==> config.mk <==
export PLATFORM = sky130hd
export DESIGN_NAME = uart_rx_framer
export DESIGN_NICKNAME = d
export VERILOG_FILES = /design/src/rtl/uart_pkg.sv /design/src/rtl/uart_rx_fifo.sv /design/src/rtl/uart_rx_framer.sv
export SDC_FILE = /design/constraint.sdc
export NUM_CORES = 1
export LEC_CHECK = 0
export CORE_MARGIN = 1
export CORE_UTILIZATION = 55
export CTS_CLUSTER_DIAMETER = 100
export DETAILED_ROUTE_END_ITERATION = 10
export MAX_ROUTING_LAYER = met4
export PLACE_DENSITY_LB_ADDON = 0.12
export SYNTH_ARGS = -nofsm -noshare
export SYNTH_HDL_FRONTEND = slang
export SYNTH_SLANG_ARGS = --single-unit
export TNS_END_PERCENT = 1
==> constraint.sdc <==
create_clock -name clk_clk -period 3.25 [get_ports clk_clk]
set_input_delay 0.8125 -clock clk_clk [delete_from_list [all_inputs] [get_ports clk_clk]]
set_output_delay 0.8125 -clock clk_clk [all_outputs]
set_load 0.02 [all_outputs]
==> src/rtl/uart_pkg.sv <==
// Shared definitions for the 8N1 UART receive path.
//  - rx_state_t : receiver FSM state encoding
//  - calc_div   : clocks per oversample tick (integer truncation)
//  - UART_DATA_BITS / UART_IDLE_LEVEL : frame format constants
package uart_pkg;

    localparam int   UART_DATA_BITS  = 8;
    localparam logic UART_IDLE_LEVEL = 1'b1;

    typedef enum logic [2:0] {
        IDLE  = 3'd0,
        START = 3'd1,
        DATA  = 3'd2,
        STOP  = 3'd3,
        BREAK = 3'd4
    } rx_state_t;

    // Clocks between oversample ticks; truncates toward zero.
    function automatic int calc_div(input int clk_hz, input int baud, input int os);
        return clk_hz / (baud * os);
    endfunction

endpackage

==> src/rtl/uart_rx_fifo.sv <==
// Small synchronous FIFO holding received bytes.
// Ports:
//  clk_i        system clock
//  rst_i        synchronous active-high reset (empties FIFO, clears storage)
//  push_i       write push_data_i; ignored when full unless a pop happens too
//  push_data_i  byte to store
//  pop_i        drop the head entry; ignored when empty
//  full_o       all DEPTH entries occupied
//  empty_o      no entries
//  head_o       entry at the read pointer (storage flop, no bypass)
module uart_rx_fifo #(
    parameter int WIDTH = 8,
    parameter int DEPTH = 4
) (
    input  logic             clk_i,
    input  logic             rst_i,
    input  logic             push_i,
    input  logic [WIDTH-1:0] push_data_i,
    input  logic             pop_i,
    output logic             full_o,
    output logic             empty_o,
    output logic [WIDTH-1:0] head_o
);

    localparam int AW = $clog2(DEPTH);
    localparam logic [AW:0] PTR_ONE = (AW+1)'(1);

    logic [WIDTH-1:0] mem_q [DEPTH];
    logic [AW:0]      wr_ptr_q;
    logic [AW:0]      wr_ptr_d;
    logic [AW:0]      rd_ptr_q;
    logic [AW:0]      rd_ptr_d;
    logic             do_push_s;
    logic             do_pop_s;

    // Pointers carry one extra wrap bit: equal low bits with differing MSB means full.
    assign full_o  = (wr_ptr_q[AW] != rd_ptr_q[AW]) && (wr_ptr_q[AW-1:0] == rd_ptr_q[AW-1:0]);
    assign empty_o = (wr_ptr_q == rd_ptr_q);
    assign head_o  = mem_q[rd_ptr_q[AW-1:0]];

    // A simultaneous pop frees the slot, so a push while full still lands.
    assign do_pop_s  = pop_i & ~empty_o;
    assign do_push_s = push_i & (~full_o | do_pop_s);

    // Pointer next-state.
    always_comb begin
        wr_ptr_d = wr_ptr_q;
        rd_ptr_d = rd_ptr_q;
        if (do_push_s) begin
            wr_ptr_d = wr_ptr_q + PTR_ONE;
        end else begin
            wr_ptr_d = wr_ptr_q;
        end
        if (do_pop_s) begin
            rd_ptr_d = rd_ptr_q + PTR_ONE;
        end else begin
            rd_ptr_d = rd_ptr_q;
        end
    end

    // Pointer registers.
    always_ff @(posedge clk_i) begin
        if (rst_i) begin
            wr_ptr_q <= '0;
            rd_ptr_q <= '0;
        end else begin
            wr_ptr_q <= wr_ptr_d;
            rd_ptr_q <= rd_ptr_d;
        end
    end

    // Storage; cleared on reset so the head reads 0 afterwards.
    always_ff @(posedge clk_i) begin
        if (rst_i) begin
            for (int i = 0; i < DEPTH; i++) begin
                mem_q[i] <= '0;
            end
        end else if (do_push_s) begin
            mem_q[wr_ptr_q[AW-1:0]] <= push_data_i;
        end
    end

endmodule

==> src/rtl/uart_rx_framer.sv <==
// 8N1 UART receiver: synchronises the serial line, oversamples it, recovers
// bytes LSB-first and queues them in a FIFO presented as a valid/ready stream.
// Ports:
//  clk_clk          system clock
//  reset_reset      synchronous active-high reset
//  uart_rxd         asynchronous serial input, idle high
//  rx_data          FIFO head byte, meaningful while rx_valid=1
//  rx_valid         FIFO not empty
//  rx_ready         consumer takes the head when rx_valid & rx_ready
//  rx_framing_error 1-cycle pulse when the stop bit samples low
//  rx_overrun       1-cycle pulse when a byte completes into a full FIFO
//  rx_busy          receiver FSM not idle
module uart_rx_framer
    import uart_pkg::*;
#(
    parameter int CLK_HZ     = 50_000_000,
    parameter int BAUD       = 115200,
    parameter int OVERSAMPLE = 16,
    parameter int FIFO_DEPTH = 4
) (
    input  logic                      clk_clk,
    input  logic                      reset_reset,
    input  logic                      uart_rxd,
    output logic [UART_DATA_BITS-1:0] rx_data,
    output logic                      rx_valid,
    input  logic                      rx_ready,
    output logic                      rx_framing_error,
    output logic                      rx_overrun,
    output logic                      rx_busy
);

    localparam int DIV    = calc_div(CLK_HZ, BAUD, OVERSAMPLE);
    localparam int DIV_W  = (DIV > 1) ? $clog2(DIV) : 1;
    localparam int SAMP_W = $clog2(OVERSAMPLE);
    localparam int BIT_W  = $clog2(UART_DATA_BITS);

    localparam logic [DIV_W-1:0]  DIV_LAST  = DIV_W'(DIV - 1);
    localparam logic [DIV_W-1:0]  DIV_ONE   = DIV_W'(1);
    localparam logic [SAMP_W-1:0] SAMP_MID  = SAMP_W'(OVERSAMPLE / 2 - 1);
    localparam logic [SAMP_W-1:0] SAMP_LAST = SAMP_W'(OVERSAMPLE - 1);
    localparam logic [SAMP_W-1:0] SAMP_ONE  = SAMP_W'(1);
    localparam logic [BIT_W-1:0]  BIT_LAST  = BIT_W'(UART_DATA_BITS - 1);
    localparam logic [BIT_W-1:0]  BIT_ONE   = BIT_W'(1);

    localparam logic [2:0] S_IDLE  = IDLE;
    localparam logic [2:0] S_START = START;
    localparam logic [2:0] S_DATA  = DATA;
    localparam logic [2:0] S_STOP  = STOP;
    localparam logic [2:0] S_BREAK = BREAK;

    logic                      sync1_q;
    logic                      sync2_q;
    logic                      prev_q;
    logic [2:0]                state_q;
    logic [2:0]                state_d;
    logic [DIV_W-1:0]          div_cnt_q;
    logic [DIV_W-1:0]          div_cnt_d;
    logic [SAMP_W-1:0]         samp_cnt_q;
    logic [SAMP_W-1:0]         samp_cnt_d;
    logic [BIT_W-1:0]          bit_idx_q;
    logic [BIT_W-1:0]          bit_idx_d;
    logic [UART_DATA_BITS-1:0] shift_q;
    logic [UART_DATA_BITS-1:0] shift_d;
    logic                      ferr_q;
    logic                      ferr_d;
    logic                      ovr_q;
    logic                      ovr_d;
    logic                      busy_q;
    logic                      busy_d;

    logic line_s;
    logic fall_s;
    logic tick_s;
    logic push_s;
    logic pop_s;
    logic full_s;
    logic empty_s;

    assign line_s = sync2_q;
    assign fall_s = prev_q & ~sync2_q;
    assign tick_s = (state_q != S_IDLE) && (div_cnt_q == DIV_LAST);

    // Two-flop synchroniser plus one delayed copy for edge detection.
    always_ff @(posedge clk_clk) begin
        if (reset_reset) begin
            sync1_q <= UART_IDLE_LEVEL;
            sync2_q <= UART_IDLE_LEVEL;
            prev_q  <= UART_IDLE_LEVEL;
        end else begin
            sync1_q <= uart_rxd;
            sync2_q <= sync1_q;
            prev_q  <= sync2_q;
        end
    end

    // Tick divider: parked at 0 while idle so it restarts aligned to the start edge.
    always_comb begin
        div_cnt_d = div_cnt_q;
        if (state_q == S_IDLE) begin
            div_cnt_d = '0;
        end else if (tick_s) begin
            div_cnt_d = '0;
        end else begin
            div_cnt_d = div_cnt_q + DIV_ONE;
        end
    end

    // Receiver FSM next-state and datapath.
    always_comb begin
        state_d    = state_q;
        samp_cnt_d = samp_cnt_q;
        bit_idx_d  = bit_idx_q;
        shift_d    = shift_q;
        push_s     = 1'b0;
        ferr_d     = 1'b0;
        case (state_q)
            S_IDLE: begin
                if (fall_s) begin
                    state_d    = S_START;
                    samp_cnt_d = '0;
                end else begin
                    state_d = S_IDLE;
                end
            end
            S_START: begin
                if (tick_s) begin
                    if (samp_cnt_q == SAMP_MID) begin
                        samp_cnt_d = '0;
                        // A start bit that is high again by mid-bit is a glitch.
                        if (line_s == UART_IDLE_LEVEL) begin
                            state_d = S_IDLE;
                        end else begin
                            state_d   = S_DATA;
                            bit_idx_d = '0;
                        end
                    end else begin
                        samp_cnt_d = samp_cnt_q + SAMP_ONE;
                    end
                end else begin
                    state_d = S_START;
                end
            end
            S_DATA: begin
                if (tick_s) begin
                    if (samp_cnt_q == SAMP_LAST) begin
                        samp_cnt_d = '0;
                        shift_d    = {line_s, shift_q[UART_DATA_BITS-1:1]};
                        if (bit_idx_q == BIT_LAST) begin
                            state_d = S_STOP;
                        end else begin
                            bit_idx_d = bit_idx_q + BIT_ONE;
                        end
                    end else begin
                        samp_cnt_d = samp_cnt_q + SAMP_ONE;
                    end
                end else begin
                    state_d = S_DATA;
                end
            end
            S_STOP: begin
                if (tick_s) begin
                    if (samp_cnt_q == SAMP_LAST) begin
                        samp_cnt_d = '0;
                        if (line_s == UART_IDLE_LEVEL) begin
                            push_s  = 1'b1;
                            state_d = S_IDLE;
                        end else begin
                            ferr_d  = 1'b1;
                            state_d = S_BREAK;
                        end
                    end else begin
                        samp_cnt_d = samp_cnt_q + SAMP_ONE;
                    end
                end else begin
                    state_d = S_STOP;
                end
            end
            S_BREAK: begin
                if (line_s == UART_IDLE_LEVEL) begin
                    state_d = S_IDLE;
                end else begin
                    state_d = S_BREAK;
                end
            end
            default: begin
                state_d = S_IDLE;
            end
        endcase
    end

    // Status outputs registered alongside the state they describe.
    always_comb begin
        ovr_d  = push_s & full_s & ~pop_s;
        busy_d = (state_d != S_IDLE);
    end

    // FSM, counter and status registers.
    always_ff @(posedge clk_clk) begin
        if (reset_reset) begin
            state_q    <= S_IDLE;
            div_cnt_q  <= '0;
            samp_cnt_q <= '0;
            bit_idx_q  <= '0;
            shift_q    <= '0;
            ferr_q     <= 1'b0;
            ovr_q      <= 1'b0;
            busy_q     <= 1'b0;
        end else begin
            state_q    <= state_d;
            div_cnt_q  <= div_cnt_d;
            samp_cnt_q <= samp_cnt_d;
            bit_idx_q  <= bit_idx_d;
            shift_q    <= shift_d;
            ferr_q     <= ferr_d;
            ovr_q      <= ovr_d;
            busy_q     <= busy_d;
        end
    end

    assign pop_s = rx_valid & rx_ready;

    uart_rx_fifo #(
        .WIDTH (UART_DATA_BITS),
        .DEPTH (FIFO_DEPTH)
    ) u_fifo (
        .clk_i       (clk_clk),
        .rst_i       (reset_reset),
        .push_i      (push_s),
        .push_data_i (shift_q),
        .pop_i       (pop_s),
        .full_o      (full_s),
        .empty_o     (empty_s),
        .head_o      (rx_data)
    );

    assign rx_valid         = ~empty_s;
    assign rx_framing_error = ferr_q;
    assign rx_overrun       = ovr_q;
    assign rx_busy          = busy_q;

endmodule

=== After elaboration in Yosys (flattened, before gate mapping) ===
Memories as Yosys holds them, arrays and structs flattened. A register that Yosys moved wholly into a read port is not among the register bits.
Index checks and enable logic that the tools add are counted.

* Eq/ne operators: 19
* Mux-type cells: 39
* Reduce and logical (&&, ||, !) cells: 14
* Add/sub/neg operators: 5
* Bitwise operators: 14

{| class="wikitable"
|+ Operator list
! kind !! count
|-
| 3-bit 2-to-1 mux || 14
|-
| 4-bit 2-to-1 mux || 5
|-
| 3-bit case mux with 5 select lines || 1
|-
| 2-bit != test (second input constant) || 7
|-
| 1-bit 2-to-1 mux || 12
|-
| 4-bit case mux with 3 select lines || 1
|-
| 3-bit by 1-bit adder with 3-bit output (second input constant) || 3
|-
| 3-bit nonzero test || 3
|-
| 2-bit 2-to-1 mux || 4
|-
| 8-bit 2-to-1 mux || 1
|-
| 8-bit OR reduction || 1
|-
| 1-bit NOT || 7
|-
| 7-bit AND reduction || 1
|-
| 1-bit bitwise AND || 6
|-
| 3-bit by 2-bit == test with 1-bit output (second input constant) || 2
|-
| 3-bit == test (second input constant) || 2
|-
| 3-bit case mux with 2 select lines || 1
|-
| 5-bit by 1-bit adder with 5-bit output (second input constant) || 1
|-
| 5-bit == test (second input constant) || 1
|-
| 4-bit by 1-bit adder with 4-bit output (second input constant) || 1
|-
| 4-bit by 3-bit == test with 1-bit output (second input constant) || 1
|-
| 4-bit == test (second input constant) || 1
|-
| 4-bit AND reduction || 1
|-
| 4-bit OR reduction || 1
|-
| other kinds (12) || 13
|}

* Word-level logic and storage cells: 105
* Memories: 1
* Memory bits (writable): 32
* Bits in registers: 35
* Output and inout bits: 12
* Bits of input ports: 4

{| class="wikitable"
|+ Memory list
! name !! depth !! width !! rd ports !! clocked after Yosys merged registers in !! write ports !! RTL line !! text
|-
| u_fifo.mem_q || 4 || 8 || 1 || 1 || 4 || uart_rx_fifo.sv:28 || <nowiki>logic [WIDTH-1:0] mem_q [DEPTH];</nowiki>
|}

=== Logic depth before layout (Yosys ltp) ===
Gate-level depths: netlist (run 1).

* Depth in word-level cells: 11
* Depth in mapped cells: 8
* Mapped depth without buffers: 6

=== By module ===
From an unflattened synthesis (run 1), not the netlist that was laid out.

* Cell total of the unflattened synthesis: 283
* Area, all modules: 3261.9 um2

{| class="wikitable"
|+ Modules (own cells, without submodules)
! module !! cells an instance !! times used !! seq. area each (um2) !! area each (um2)
|-
| uart_rx_fifo || 144 || 1 || 1121.1 || 1921.8
|-
| uart_rx_framer || 139 || 1 || 580.6 || 1340.0
|}

=== Least setup slack after synthesis (run 1) ===
OpenSTA, ideal clock, no wires.

* Path type: reg2reg
* From: register samp_cnt_q[0]
* To: memory u_fifo.mem_q[0][0], enable pin
* Arrival time: 1.917 ns
* Stages on the path, launching flop included: 8
* Required time: 2.875 ns
* Library setup time: 0.375 ns
* Buffers on the path: 2
* Period minus slack after synthesis: 2.292 ns
* Setup slack: 0.958 ns
* Cell sequence: dfxtp_1 ha_1 clkbuf_1 inv_1 nor3_1 nand3_2 buf_2 o21bai_1

{| class="wikitable"
|+ RTL lines
! element !! RTL line !! text
|-
| start, declared || uart_rx_framer.sv:58 || <nowiki>logic [SAMP_W-1:0] samp_cnt_q;</nowiki>
|-
| start signal, assigned || uart_rx_framer.sv:211 || <nowiki>samp_cnt_q <= samp_cnt_d;</nowiki>
|-
| end, declared || uart_rx_fifo.sv:28 ||
|}

==> reports/qor.txt, run 1 <==
status: completed
Worst EP arrival: 2.14 ns
Yosys top cell area share: 0.303
skew final: 0.00481 ns
Root Driver: clkbuf_8
post-synthesis sequential area ratio: 0.536
post-placement cell area: 0.00338 mm^2
Routed Antenna Nets: 0
# IOs: 16
1st-iter DRT viols: 132
first-pass GRT wire length: 9.96 mm
die width: 78.0 um
Fin Setup TNS: 0 ns
Final Power: 1.75 mW
Hold WC Path Type: reg2reg
Synth top cells by count: dfxtp_1, edfxtp_1, nor2_1
diode count: 0
number of synthesized flops with an enable pin: 32
CTS tree: built
worst-case clock buffer depth: 2
Initial Util: 0.573
global route overflow: 0
design area: 0.00358 mm^2
Avg Synthesized Cell Area: 11.3 um^2
vias per cell: 5.87
Routed WL: 5.96 mm
Die ar.: 0.00608 mm^2
Max FO, Critical Path: 8
Cells after DPL: 356
Worst setup EP type: primary output
number of setup buffers added after CTS: 0
Hold Crit Start: sync1_q$_SDFF_PP1_
Cell Pwr Density: 487 mW/mm^2
pins over their slew limit: 0
Post-Syn Nets: 293
worst setup path endpoint: rx_data[5]
RD Place Congestion: 0.823
Min Clock Period, post-route: 2.95 ns
Crit Path Category: reg2out
FFs w/ async S/R, synth: 0
HPWL after detailed placement: 4.15 mm
area grow syn2layout: 12.9%
Rel. slew slack: 0.479
RSZ-0062 raised after global routing: no
PortBufs: 15
Worst IR Drop VDD: 0.319 mV
Reg2Reg Depth: 6
worst r2r dst: u_fifo.mem_q[1][6]$_SDFFCE_PN0P_
slew of the pin with the lowest slew margin: 0.779 ns
r2r startpoint: samp_cnt_q[0]$_SDFFE_PP0P_
CTS clk-pin slew, worst paths: 0.07 ns
CORE AREA: 0.00554 mm^2
share of layout cells above drive strength 1: 0.127
number of buffers created by CTS: 9
post-synthesis register bit count: 69
largest net degree at the start of global routing: 24
fin util: 0.647
cts hold-fix bufs: 0
CTS H-tree depth: 3
fin cells: 372
via count of the routed design: 2184
period utilization: 0.907
vias in the first global route: 2036
Core Rows: 27
Final Hold Viols: 0
Ys Warns: 0
max_cap viols: 0
Post-CTS Resized: 0
initial antenna violation count: 0
ys flop type: dfxtp_1
top post-synthesis cells by area: edfxtp_1, dfxtp_1, mux4_2
Unique masters post-synth: 49
Post-route DRC: 0
f_max: 339 MHz
mean routed wirelength per cell: 16.0 um
Required @ worst endpoint: 2.44 ns
leading area contributor after synthesis: edfxtp_1
Die Y: 78.0 um
clock tree sinks: 69
final setup fails: 0
Layout Nets: 306
most frequent cell after synthesis: dfxtp_1
Post-Syn Area: 0.00317 mm^2
Clk Latency, worst-skew pair: 0.34 ns
Leakage: 1.22 nW
DRT Pass-1 Iters: 4
flop-to-flop setup slack: 0.90 ns
gr usage total: 0.228
Worst setup SP type: flip-flop
Syn Inst Count: 282
worst min-delay path by stage:
| stage | endpoint | slack [ns] | cells past startpoint |
|---|---|---|---|
| 3_5_place_dp | line_s$_SDFF_PP1_ | 0.40 | 1 |
| 3_3_place_gp | line_s$_SDFF_PP1_ | 0.41 | 1 |
| 5_1_grt | line_s$_SDFF_PP1_ | 0.46 | 1 |
| 6_report | line_s$_SDFF_PP1_ | 0.43 | 1 |
| 4_1_cts | line_s$_SDFF_PP1_ | 0.43 | 1 |
| 2_1_floorplan | line_s$_SDFF_PP1_ | 0.39 | 1 |
where the power goes:
part	switching [mW]	internal, mW
combinational	0.0372	0.0316
sequential	0.0110	0.929
clock	0.307	0.429
total	0.355	1.39
kinds of logic (layout without fill, tap and decap cells):
logic type / Yosys count / in the layout / synth area share
buffers and inverters: 32 / 50 / 0.0410
XOR/XNOR: 10 / 10 / 0.0300
multiplexers: 18 / 18 / 0.0887
adder cells (fa/ha/maj): 7 / 7 / 0.0276
AND/OR/NAND/NOR: 106 / 106 / 0.197
AO/OA/AOI/OAI: 40 / 40 / 0.0797
flip-flops: 69 / 69 / 0.536
metal layers:
layer,track usage,wire [um]
met3,0.0518,207
met4,0.117,129
met5,-,0
met1,0.269,2640
met2,0.367,2980
flip-flops by register name, indices dropped and copies added (netlist names), named ones only:
register	count
u_fifo.mem_q	32
shift_q	8
div_cnt_q	5
samp_cnt_q	4
bit_idx_q	3
state_q	3
u_fifo.rd_ptr_q	3
u_fifo.wr_ptr_q	3
line_s	1
prev_q	1
rx_busy	1
rx_framing_error	1
rx_overrun	1
sync1_q	1
critical path, cell delays in order (launching register included):
cell	delay [ns]
dfxtp_1	0.66
mux4_2	0.58
clkdlybuf4s50_1	0.55
cell type report:
type | count | area [um^2]
Fill cell | 458 | 1960
Sequential cell | 69 | 1700
Multi-Input combinational cell | 181 | 1340
Timing Repair Buffer | 21 | 195
Clock buffer | 11 | 131
Tap cell | 72 | 90.1
Clock inverter | 5 | 75.1
Inverter | 13 | 48.8
stage by stage:
stage	setup slack [ns]	hold slack [ns]
2_1_floorplan	0.958	0.389
3_3_place_gp	0.535	0.410
3_5_place_dp	0.514	0.399
4_1_cts	0.230	0.432
5_1_grt	0.185	0.459
6_report	0.302	0.434
cell usage in the layout (no fill, tap or decap), drive strengths merged, types with 3 or more instances in the layout:
cell,instances
inv,13
o31ai,3
dfxtp,37
nand2,6
or4,4
xnor2,3
a21oi,14
ha,7
clkdlybuf4s50,15
mux4,8
nand4,4
nor3b,3
or2,6
nor2,22
edfxtp,32
nor4,7
o21ai,9
buf,6
clkinv,3
or3,5
clkbuf,11
mux2i,9
xor2,7
nand3,6
o21bai,3
nor3,20
nor4b,9
and2,3
Note: power is estimated with default switching activity, not from simulation.
==> inputs of run 2 (changes only) <==
--- a/config.mk
+++ b/config.mk
@@ -9,8 +9,9 @@
 export CORE_UTILIZATION = 55
 export CTS_CLUSTER_DIAMETER = 100
 export DETAILED_ROUTE_END_ITERATION = 10
+export HOLD_SLACK_MARGIN = 0.08
 export MAX_ROUTING_LAYER = met4
-export PLACE_DENSITY_LB_ADDON = 0.12
+export PLACE_DENSITY = 0.79
 export SYNTH_ARGS = -nofsm -noshare
 export SYNTH_HDL_FRONTEND = slang
 export SYNTH_SLANG_ARGS = --single-unit
==> run 2 against run 1 <==
  * Worst setup slack worse by 0.023 ns
  * Via count grew 1.8%
  * Largest power group unchanged
  * Clock-buffer cell count down 1
  * Cell count unchanged
  * Die area unchanged
  * Power grew 5.3%
  * Maximum frequency shrank 0.78%
  * Utilization grew 0.81 points
  * Worst hold slack lost 0.0063 ns
  * Non-clock buffer count is the same
==> reports/qor.txt, run 2 (same netlist as run 1, synthesis figures left out) <==
final setup fails: 0
Core Rows: 27
Layout Nets: 306
DP Worst Slack: 0.495 ns
# IOs: 16
f_max: 337 MHz
via count of the routed design: 2224
period utilization: 0.914
Top delay family on crit path: flip-flops
worst-case clock buffer depth: 2
skew final: 0.00963 ns
fin cells: 372
Max FO, Critical Path: 8
CP peak stage delay: 0.69 ns
Biggest register: u_fifo.mem_q
max_cap viols: 0
crit path buf inv count: 1
fin util: 0.655
die width: 78.0 um
number of buffers created by CTS: 9
HPWL after detailed placement: 4.29 mm
Leakage: 1.24 nW
number of setup buffers added after CTS: 0
min setup slack post-route: 0.278 ns
Hold WC Path Type: reg2reg
Worst setup EP type: primary output
Min Clock Period, post-route: 2.97 ns
clock tree sinks: 69
Root Driver: clkbuf_8
Hold Slack: 0.428 ns
global route overflow: 0
largest net degree at the start of global routing: 31
mean routed wirelength per cell: 16.3 um
DRT Pass-1 Iters: 4
diode count: 0
PortBufs: 15
Die Y: 78.0 um
CP max-delay cell: dfxtp_1
initial antenna violation count: 0
share of layout cells above drive strength 1: 0.130
RSZ-0062 raised after global routing: no
Routed Antenna Nets: 0
vias per cell: 5.98
Cell Pwr Density: 507 mW/mm^2
Worst EP arrival: 2.16 ns
CTS H-tree depth: 3
Fin Setup TNS: 0 ns
Worst IR Drop VDD: 0.261 mV
# fillers: 445
first-pass GRT wire length: 10.1 mm
CTS tree: built
Post-CTS Resized: 0
status: completed
area grow syn2layout: 14.4%
slew of the pin with the lowest slew margin: 0.648 ns
Cells after DPL: 356
RD Place Congestion: 0.851
Largest register FFs: 32
Routed WL: 6.05 mm
worst path cell trace: mux4_2, clkdlybuf4s50_1
CORE AREA: 0.00554 mm^2
Storage cell area: 0.00170 mm^2
Die ar.: 0.00608 mm^2
Worst setup SP type: flip-flop
Required @ worst endpoint: 2.44 ns
most common cell after layout, fill and taps aside: dfxtp_1
gr usage total: 0.226
commonest cells after routing, fill and taps aside: dfxtp_1, edfxtp_1, nor2_1
Final Hold Viols: 0
largest registers: u_fifo.mem_q (32), shift_q (8), div_cnt_q (5)
Initial Util: 0.573
Clk Latency, worst-skew pair: 0.34 ns
vias in the first global route: 2079
Post-route DRC: 0
1st-iter DRT viols: 185
Rel. slew slack: 0.567
CTS clk-pin slew, worst paths: 0.07 ns
area of the multi-input gates: 0.00134 mm^2
cts hold-fix bufs: 0
pins over their slew limit: 0
Crit Path Category: reg2out
[run 2: worst register-to-register path: stages (launching register included)]
cell and delay [ns]:
dfxtp_1 0.36, ha_1 0.34, inv_1 0.13, nor3_1 0.38
nand3_2 0.35, o21bai_1 0.24, buf_4 0.20
[run 2: layout make-up]
type,instances,area share
sequential,69,0.469
multi-input combinational,181,0.370
timing repair buffer,21,0.0572
clock buffer,10,0.0352
clock inverter,6,0.0307
tap,72,0.0248
inverter,13,0.0134
[run 2: path summary, 6_finish.rpt]
check	start	cells past startpoint	to	slack, ns
worst min register to register	sync1_q$_SDFF_PP1_	1	line_s$_SDFF_PP1_	0.43
worst max register to register	samp_cnt_q[0]$_SDFFE_PP0P_	6	u_fifo.mem_q[1][0]$_SDFFCE_PN0P_	0.95
worst min-delay path	sync1_q$_SDFF_PP1_	1	line_s$_SDFF_PP1_	0.43
worst max-delay path	flip-flop	2	rx_data[6]	0.28
[run 2: where the power goes]
group / internal (mW) / switching [mW]
logic: 0.0332 / 0.0377
registers: 0.929 / 0.0109
clock network: 0.510 / 0.318
total: 1.47 / 0.366
[run 2: per-layer routing]
metal / vias to the layer above / track usage / share of wire
met3: 8 / 0.0353 / 0.047
li1: 1073 / - / -
met1: 1073 / 0.299 / 0.44
met5: - / - / 0
met2: 70 / 0.350 / 0.50
met4: 0 / 0.0944 / 0.014
[run 2: metrics by stage]
stage | total power [mW] | instance area, um^2
3_5_place_dp | 1.03 | 3390
3_3_place_gp | 1.03 | 3390
5_1_grt | 1.89 | 3630
2_1_floorplan | 0.997 | 3170
6_report | 1.84 | 3630
4_1_cts | 1.85 | 3630
